**config.mk**
```make
export PLATFORM = sky130hd
export DESIGN_NAME = csi2rx_clk_freq_meter
export DESIGN_NICKNAME = d
export VERILOG_FILES = /design/src/rtl/csi2rx_clk_pkg.sv /design/src/rtl/csi2rx_edge_det.sv /design/src/rtl/csi2rx_clk_freq_meter.sv
export SDC_FILE = /design/constraint.sdc
export NUM_CORES = 1
export LEC_CHECK = 0
export CAP_MARGIN = 15
export CORE_ASPECT_RATIO = 0.6
export CORE_MARGIN = 2
export CORE_UTILIZATION = 25
export DETAILED_ROUTE_END_ITERATION = 8
export GPL_TIMING_DRIVEN = 0
export PLACE_DENSITY = 0.45
export SYNTH_ARGS = -nofsm -noshare
export SYNTH_HDL_FRONTEND = slang
export SYNTH_SLANG_ARGS = --single-unit
```
**constraint.sdc**
```tcl
create_clock -name hclk -period 2.7 [get_ports hclk]
set_clock_uncertainty 0.15 [all_clocks]
set_input_delay 0.81 -clock hclk [delete_from_list [all_inputs] [get_ports hclk]]
set_output_delay 0.81 -clock hclk [all_outputs]
set_load 0.005 [all_outputs]
```
**src/rtl/csi2rx_clk_pkg.sv**
```systemverilog
// Shared types and helpers for the CSI-2 RX clock frequency meter.
package csi2rx_clk_pkg;

    localparam int CNT_W_DEF = 16;
    localparam int PW_W_DEF  = 8;

    typedef enum logic [1:0] {
        IDLE    = 2'd0,
        MEASURE = 2'd1,
        COMPARE = 2'd2
    } meter_state_t;

    // Increment v, holding at the all-ones value of a w-bit field (1 <= w <= 32).
    function automatic logic [31:0] sat_inc(input logic [31:0] v, input int unsigned w);
        logic [31:0] max_v;
        max_v = 32'hFFFF_FFFF >> (32 - w);
        return (v >= max_v) ? max_v : v + 32'd1;
    endfunction

endpackage

```
**src/rtl/csi2rx_edge_det.sv**
```systemverilog
// Edge detector for the synchronised measured clock: rise pulse, cycles-since-edge
// counter and last complete high/low phase widths.
module csi2rx_edge_det
    import csi2rx_clk_pkg::*;
#(
    parameter int PW_W = PW_W_DEF
) (
    input  logic            hclk,
    input  logic            ahb_hrst_n,
    input  logic            meas,
    output logic            rise,
    output logic [PW_W-1:0] stall_cnt,
    output logic [PW_W-1:0] high_width,
    output logic [PW_W-1:0] low_width
);

    logic            prev;
    logic            fall;
    logic            phase_ok;
    logic [PW_W-1:0] phase_cnt;

    assign rise = meas & ~prev;
    assign fall = ~meas & prev;

    always_ff @(posedge hclk) begin
        if (!ahb_hrst_n) begin
            prev       <= 1'b0;
            phase_ok   <= 1'b0;
            phase_cnt  <= '0;
            stall_cnt  <= '0;
            high_width <= '0;
            low_width  <= '0;
        end else begin
            prev <= meas;
            if (rise || fall) begin
                // The edge cycle is the first cycle of the new phase.
                phase_cnt <= PW_W'(1);
                stall_cnt <= '0;
                phase_ok  <= 1'b1;
                // Phase preceding the first edge after reset is partial, so drop it.
                if (phase_ok && fall) high_width <= phase_cnt;
                if (phase_ok && rise) low_width  <= phase_cnt;
            end else begin
                phase_cnt <= PW_W'(sat_inc(32'(phase_cnt), PW_W));
                stall_cnt <= PW_W'(sat_inc(32'(stall_cnt), PW_W));
            end
        end
    end

endmodule

```
**src/rtl/csi2rx_clk_freq_meter.sv**
```systemverilog
// Measures a synchronised clock against hclk: edge count over a programmable window,
// min/max bound check, stall detection and pulse-width reporting.
module csi2rx_clk_freq_meter
    import csi2rx_clk_pkg::*;
#(
    parameter int CNT_W = CNT_W_DEF,
    parameter int PW_W  = PW_W_DEF
) (
    input  logic             hclk,
    input  logic             ahb_hrst_n,
    input  logic             meas_clk_sync,
    input  logic             start,
    input  logic             cont_mode,
    input  logic [CNT_W-1:0] window_cycles,
    input  logic [CNT_W-1:0] exp_min,
    input  logic [CNT_W-1:0] exp_max,
    input  logic [PW_W-1:0]  stall_limit,
    output logic             busy,
    output logic             meas_valid,
    output logic [CNT_W-1:0] edge_count,
    output logic             freq_err,
    output logic             stall_err,
    output logic [PW_W-1:0]  high_width,
    output logic [PW_W-1:0]  low_width
);

    meter_state_t     state;
    logic [CNT_W-1:0] win_cnt;
    logic [CNT_W-1:0] edge_cnt;
    logic [CNT_W-1:0] win_q;
    logic [CNT_W-1:0] min_q;
    logic [CNT_W-1:0] max_q;
    logic [PW_W-1:0]  lim_q;
    logic             rise;
    logic [PW_W-1:0]  stall_cnt;

    csi2rx_edge_det #(.PW_W(PW_W)) u_edge_det (
        .hclk       (hclk),
        .ahb_hrst_n (ahb_hrst_n),
        .meas       (meas_clk_sync),
        .rise       (rise),
        .stall_cnt  (stall_cnt),
        .high_width (high_width),
        .low_width  (low_width)
    );

    always_ff @(posedge hclk) begin
        if (!ahb_hrst_n) begin
            state      <= IDLE;
            win_cnt    <= '0;
            edge_cnt   <= '0;
            win_q      <= '0;
            min_q      <= '0;
            max_q      <= '0;
            lim_q      <= '0;
            busy       <= 1'b0;
            meas_valid <= 1'b0;
            edge_count <= '0;
            freq_err   <= 1'b0;
            stall_err  <= 1'b0;
        end else begin
            meas_valid <= 1'b0;
            if (state == MEASURE && lim_q != '0 && stall_cnt >= lim_q)
                stall_err <= 1'b1;

            case (state)
                IDLE: begin
                    if (start && window_cycles != '0) begin
                        win_q     <= window_cycles;
                        min_q     <= exp_min;
                        max_q     <= exp_max;
                        lim_q     <= stall_limit;
                        win_cnt   <= window_cycles;
                        edge_cnt  <= '0;
                        stall_err <= 1'b0;
                        busy      <= 1'b1;
                        state     <= MEASURE;
                    end
                end
                MEASURE: begin
                    if (rise) edge_cnt <= CNT_W'(sat_inc(32'(edge_cnt), CNT_W));
                    win_cnt <= win_cnt - CNT_W'(1);
                    if (win_cnt == CNT_W'(1)) state <= COMPARE;
                end
                COMPARE: begin
                    edge_count <= edge_cnt;
                    freq_err   <= (edge_cnt < min_q) | (edge_cnt > max_q);
                    meas_valid <= 1'b1;
                    // Continuous mode re-arms with the latched window, no idle gap.
                    if (cont_mode) begin
                        win_cnt  <= win_q;
                        edge_cnt <= '0;
                        state    <= MEASURE;
                    end else begin
                        busy  <= 1'b0;
                        state <= IDLE;
                    end
                end
                default: state <= IDLE;
            endcase
        end
    end

endmodule
```
==> flow_summary.json <==
{
  "worstMarginPinSlew_ns": 0.679,
  "stdcell_count": 1410,
  "cp_max_fo": 10,
  "drt-total-wl_um": 24100,
  "cpMaxStageDelayCell": "clkdlybuf4s50_1",
  "area_growth_pct": 31.2,
  "multiInputGateArea_mm2": 0.00403,
  "cp-startpoint": "window_cycles[6]",
  "slew_viol_final": 0,
  "peakVddDrop_mv": 0.281,
  "async_flop_share_pct": 0,
  "reg2reg_to": "win_cnt[0]$_SDFFE_PN0P_",
  "cp-start-kind": "input port",
  "die_area_mm2": 0.0302,
  "htree_levels": 4,
  "grt_pass1_wl_um": 37800,
  "outcome": "finished, final reports clean",
  "synth_common_cells": "172 x nand2_1, 144 x dfxtp_1, 120 x a21oi_1",
  "final_nets": 1133,
  "finalHoldViolCount": 0,
  "yosys.area.top_type": "dfxtp_1",
  "core.rowCount": 48,
  "die_h_um": 135,
  "fp.dieW_um": 223,
  "r2r_start": "state[0]$_SDFFE_PN0P_",
  "reg2reg_setup_slack_ns": 0.25,
  "synth_seq_cells": 144,
  "avgSynthCellArea_um2": 7.92,
  "p_clk_share_pct": 43.4,
  "path_clk_slew_ns": 0.06,
  "seqPwrFrac_pct": 39.2,
  "synthTopCellsByArea": "dfxtp_1 40%, nand2_1 9.0%, ha_1 8.7%, a21oi_1 8.3%, mux2i_1 3.5%",
  "n_antenna_cell": 0,
  "grt_use_total_pct": 16.5,
  "syn_nets": 1019,
  "place_area_mm2": 0.00863,
  "rsz0062_at_grt": "yes",
  "power_report.internal_total_uw": 4330,
  "cts_buffer_depth": 2,
  "synthesis.area_mm2": 0.00720,
  "switching_power_uw": 1680,
  "yosysUniqueCellTypes": 55,
  "grt_pass1_vias": 6369,
  "numCtsBuffers": 17,
  "synth_top_area_share_pct": 40.1,
  "drt_iter0_drc": 488,
  "wl_per_cell_um": 17.1,
  "grt_max_degree": 17,
  "post-route-period-util_pct": 96.8,
  "vias": 6638,
  "synth-seq-area-share_pct": 40.1,
  "required_ns": 2.92,
  "dp_cells": 1379,
  "maxCapViolations": 0,
  "syn_inst": 908,
  "period_needed_ns": 2.61,
  "share_comb_of_total_power_pct": 17.4,
  "slowest_delay_ns": 0.50,
  "antenna_found_initial": 0,
  "finalInstanceArea_mm2": 0.00944,
  "postCtsHoldBufs": 0,
  "route.detailed.drc": 0,
  "ff_latch_area_mm2": 0.00288,
  "fillers": 3013,
  "drt-vias-per-instance": 4.71,
  "yosysMostFrequentCell": "nand2_1",
  "cts_root_buf": "clkbuf_16",
  "slew-limit-headroom_pct": 54.4,
  "dp_hpwl_um": 18100,
  "swShare_pct": 27.9,
  "initial_core_util_pct": 25.2,
  "cts_tree": "yes",
  "critical_path_depth": 8,
  "cp_data_arrival_time_ns": 2.83,
  "post_cts_buffers": 0,
  "endpoint": "max_q[15]$_SDFFE_PN0P_",
  "cts.sinks": 144,
  "synthFlopType": "dfxtp_1",
  "path_delay_family": "buffers and inverters",
  "fmax_mhz": 382,
  "synth-edff-count": 0,
  "hold_path_class": "register to register",
  "path_cells": "clkdlybuf4s50_1, nor4_4, nand4_1, nand3_2, buf_4, buf_2, nand2_1, a21oi_1",
  "r2r_cells": 7,
  "core-area_mm2": 0.0285,
  "crit_type": "input port to register",
  "worstSetupEndpointType": "register",
  "io_pins": 97,
  "gp_congestion": 0.824,
  "overflow": 0,
  "p_leak_uw": 0.00355,
  "drtPass1Iterations": 4,
  "worst-path-buf-inv": 3,
  "powerDensity_mw_per_mm2": 637,
  "portBuffers": 96,
  "ant_nets": 0,
  "clock_latency_ns": 0.44,
  "drive_gt1_share_pct": 7.92,
  "ys_warn_count": 0,
  "setup_violations": 0
}
[layer usage]
layer  up-vias  wire, µm  global-route usage [%]
met1      3073     13800                    25.6
met3        17      1180                    4.29
met4         0       200                    4.29
met2       151      8940                    21.8
li1       3397         -                       -
met5         -         0                       0
[cell families after synthesis]
group                      after synthesis  share of synthesized area (%)
and+or+nand+nor                        330                           20.5
muxes                                   25                           3.48
DFF                                    144                           40.1
adders and majority gates               50                           8.69
xor gates and xnor gates                13                           1.58
buffers and inverters                  107                           5.58
AOI/OAI and AO/OA                      239                           20.1
[flip-flops by register name (all words and copies together) (netlist names)]
name	flops
min_q	16
edge_count	16
lim_q	8
edge_cnt	16
u_edge_det.phase_ok	1
win_q	16
max_q	16
stall_err	1
win_cnt	16
u_edge_det.high_width	8
u_edge_det.low_width	8
busy	1
freq_err	1
meas_valid	1
u_edge_det.stall_cnt	8
state	2
u_edge_det.prev	1
u_edge_det.phase_cnt	8
[final cells by class]
| class | instances | share of cell area [%] |
|---|---|---|
| inverters | 63 | 2.50 |
| multi-input cells | 657 | 42.7 |
| plain buffers | 43 | 2.36 |
| flip-flops and latches | 144 | 30.5 |
| repair buffers | 96 | 10.2 |
| clock inverters | 11 | 1.97 |
| well taps | 375 | 4.97 |
| clock buffers | 21 | 4.77 |
[cell usage in the layout (no fill, tap or decap), types with 5 or more instances in the layout]
master / n
xnor2_1: 7
o21ai_0: 40
inv_1: 62
nor2_1: 49
o21a_1: 6
bufinv_16: 5
nand3_1: 35
nand2b_1: 5
or4_1: 5
clkbuf_16: 17
nand2_1: 172
dfxtp_1: 144
a21boi_0: 9
mux2i_1: 25
a211oi_1: 5
nor3_1: 13
clkbuf_1: 18
and3_1: 6
a22o_1: 7
ha_1: 49
clkdlybuf4s50_1: 93
nand4_1: 14
a21oi_1: 119
clkbuf_2: 14
o31ai_1: 10
o211ai_1: 8
xor2_1: 6
[worst register-to-register path: cells and delay by family (launching register included)]
| family | cells | cell delay (ns) |
|---|---|---|
| compound gates | 3 | 0.41 |
| buf+inv | 3 | 1.00 |
| flops | 1 | 0.39 |
| fa+ha+maj | 1 | 0.40 |
[metrics by stage]
step	setup WS (ns)	setup TNS [ns]	utilization [%]	power (µW)	hold WS, ns
finish	0.0854	0	33.1	6010	0.304
global route	-0.0143	-0.0378	33.1	6300	0.322
CTS	0.0148	0	32.8	6050	0.305
detailed placement	-1.27	-99.55	30.2	3400	0.296
global placement	-1.35	-107.94	30.2	3400	0.293
floorplan	0.278	0	-	3020	0.283
[repair_timing]
item                       CTS  global route
setup endpoints to repair  102           114
pin swaps                    4             3
hold endpoints to repair     0             0
resized for setup           33            42
[how the worst min path moves through the flow]
stage / end / slack (ns) / from / cells past startpoint
floorplan: win_q[15]$_SDFFE_PN0P_ / 0.28 / win_q[15]$_SDFFE_PN0P_ / 2
global placement: win_q[3]$_SDFFE_PN0P_ / 0.29 / win_q[3]$_SDFFE_PN0P_ / 2
detailed placement: max_q[7]$_SDFFE_PN0P_ / 0.30 / max_q[7]$_SDFFE_PN0P_ / 2
CTS: max_q[7]$_SDFFE_PN0P_ / 0.31 / max_q[7]$_SDFFE_PN0P_ / 2
global route: min_q[9]$_SDFFE_PN0P_ / 0.32 / min_q[9]$_SDFFE_PN0P_ / 2
finish: max_q[7]$_SDFFE_PN0P_ / 0.30 / max_q[7]$_SDFFE_PN0P_ / 2
[power by group through the flow]
stage	combinational (µW)	sequential [µW]	clock, µW
6_report	1050	2360	2610
5_1_grt	1170	2380	2750
4_1_cts	1030	2360	2670
3_5_place_dp	1000	2400	0
3_3_place_gp	1000	2400	0
2_1_floorplan	650	2370	0
(Power assumes the default switching activity.)
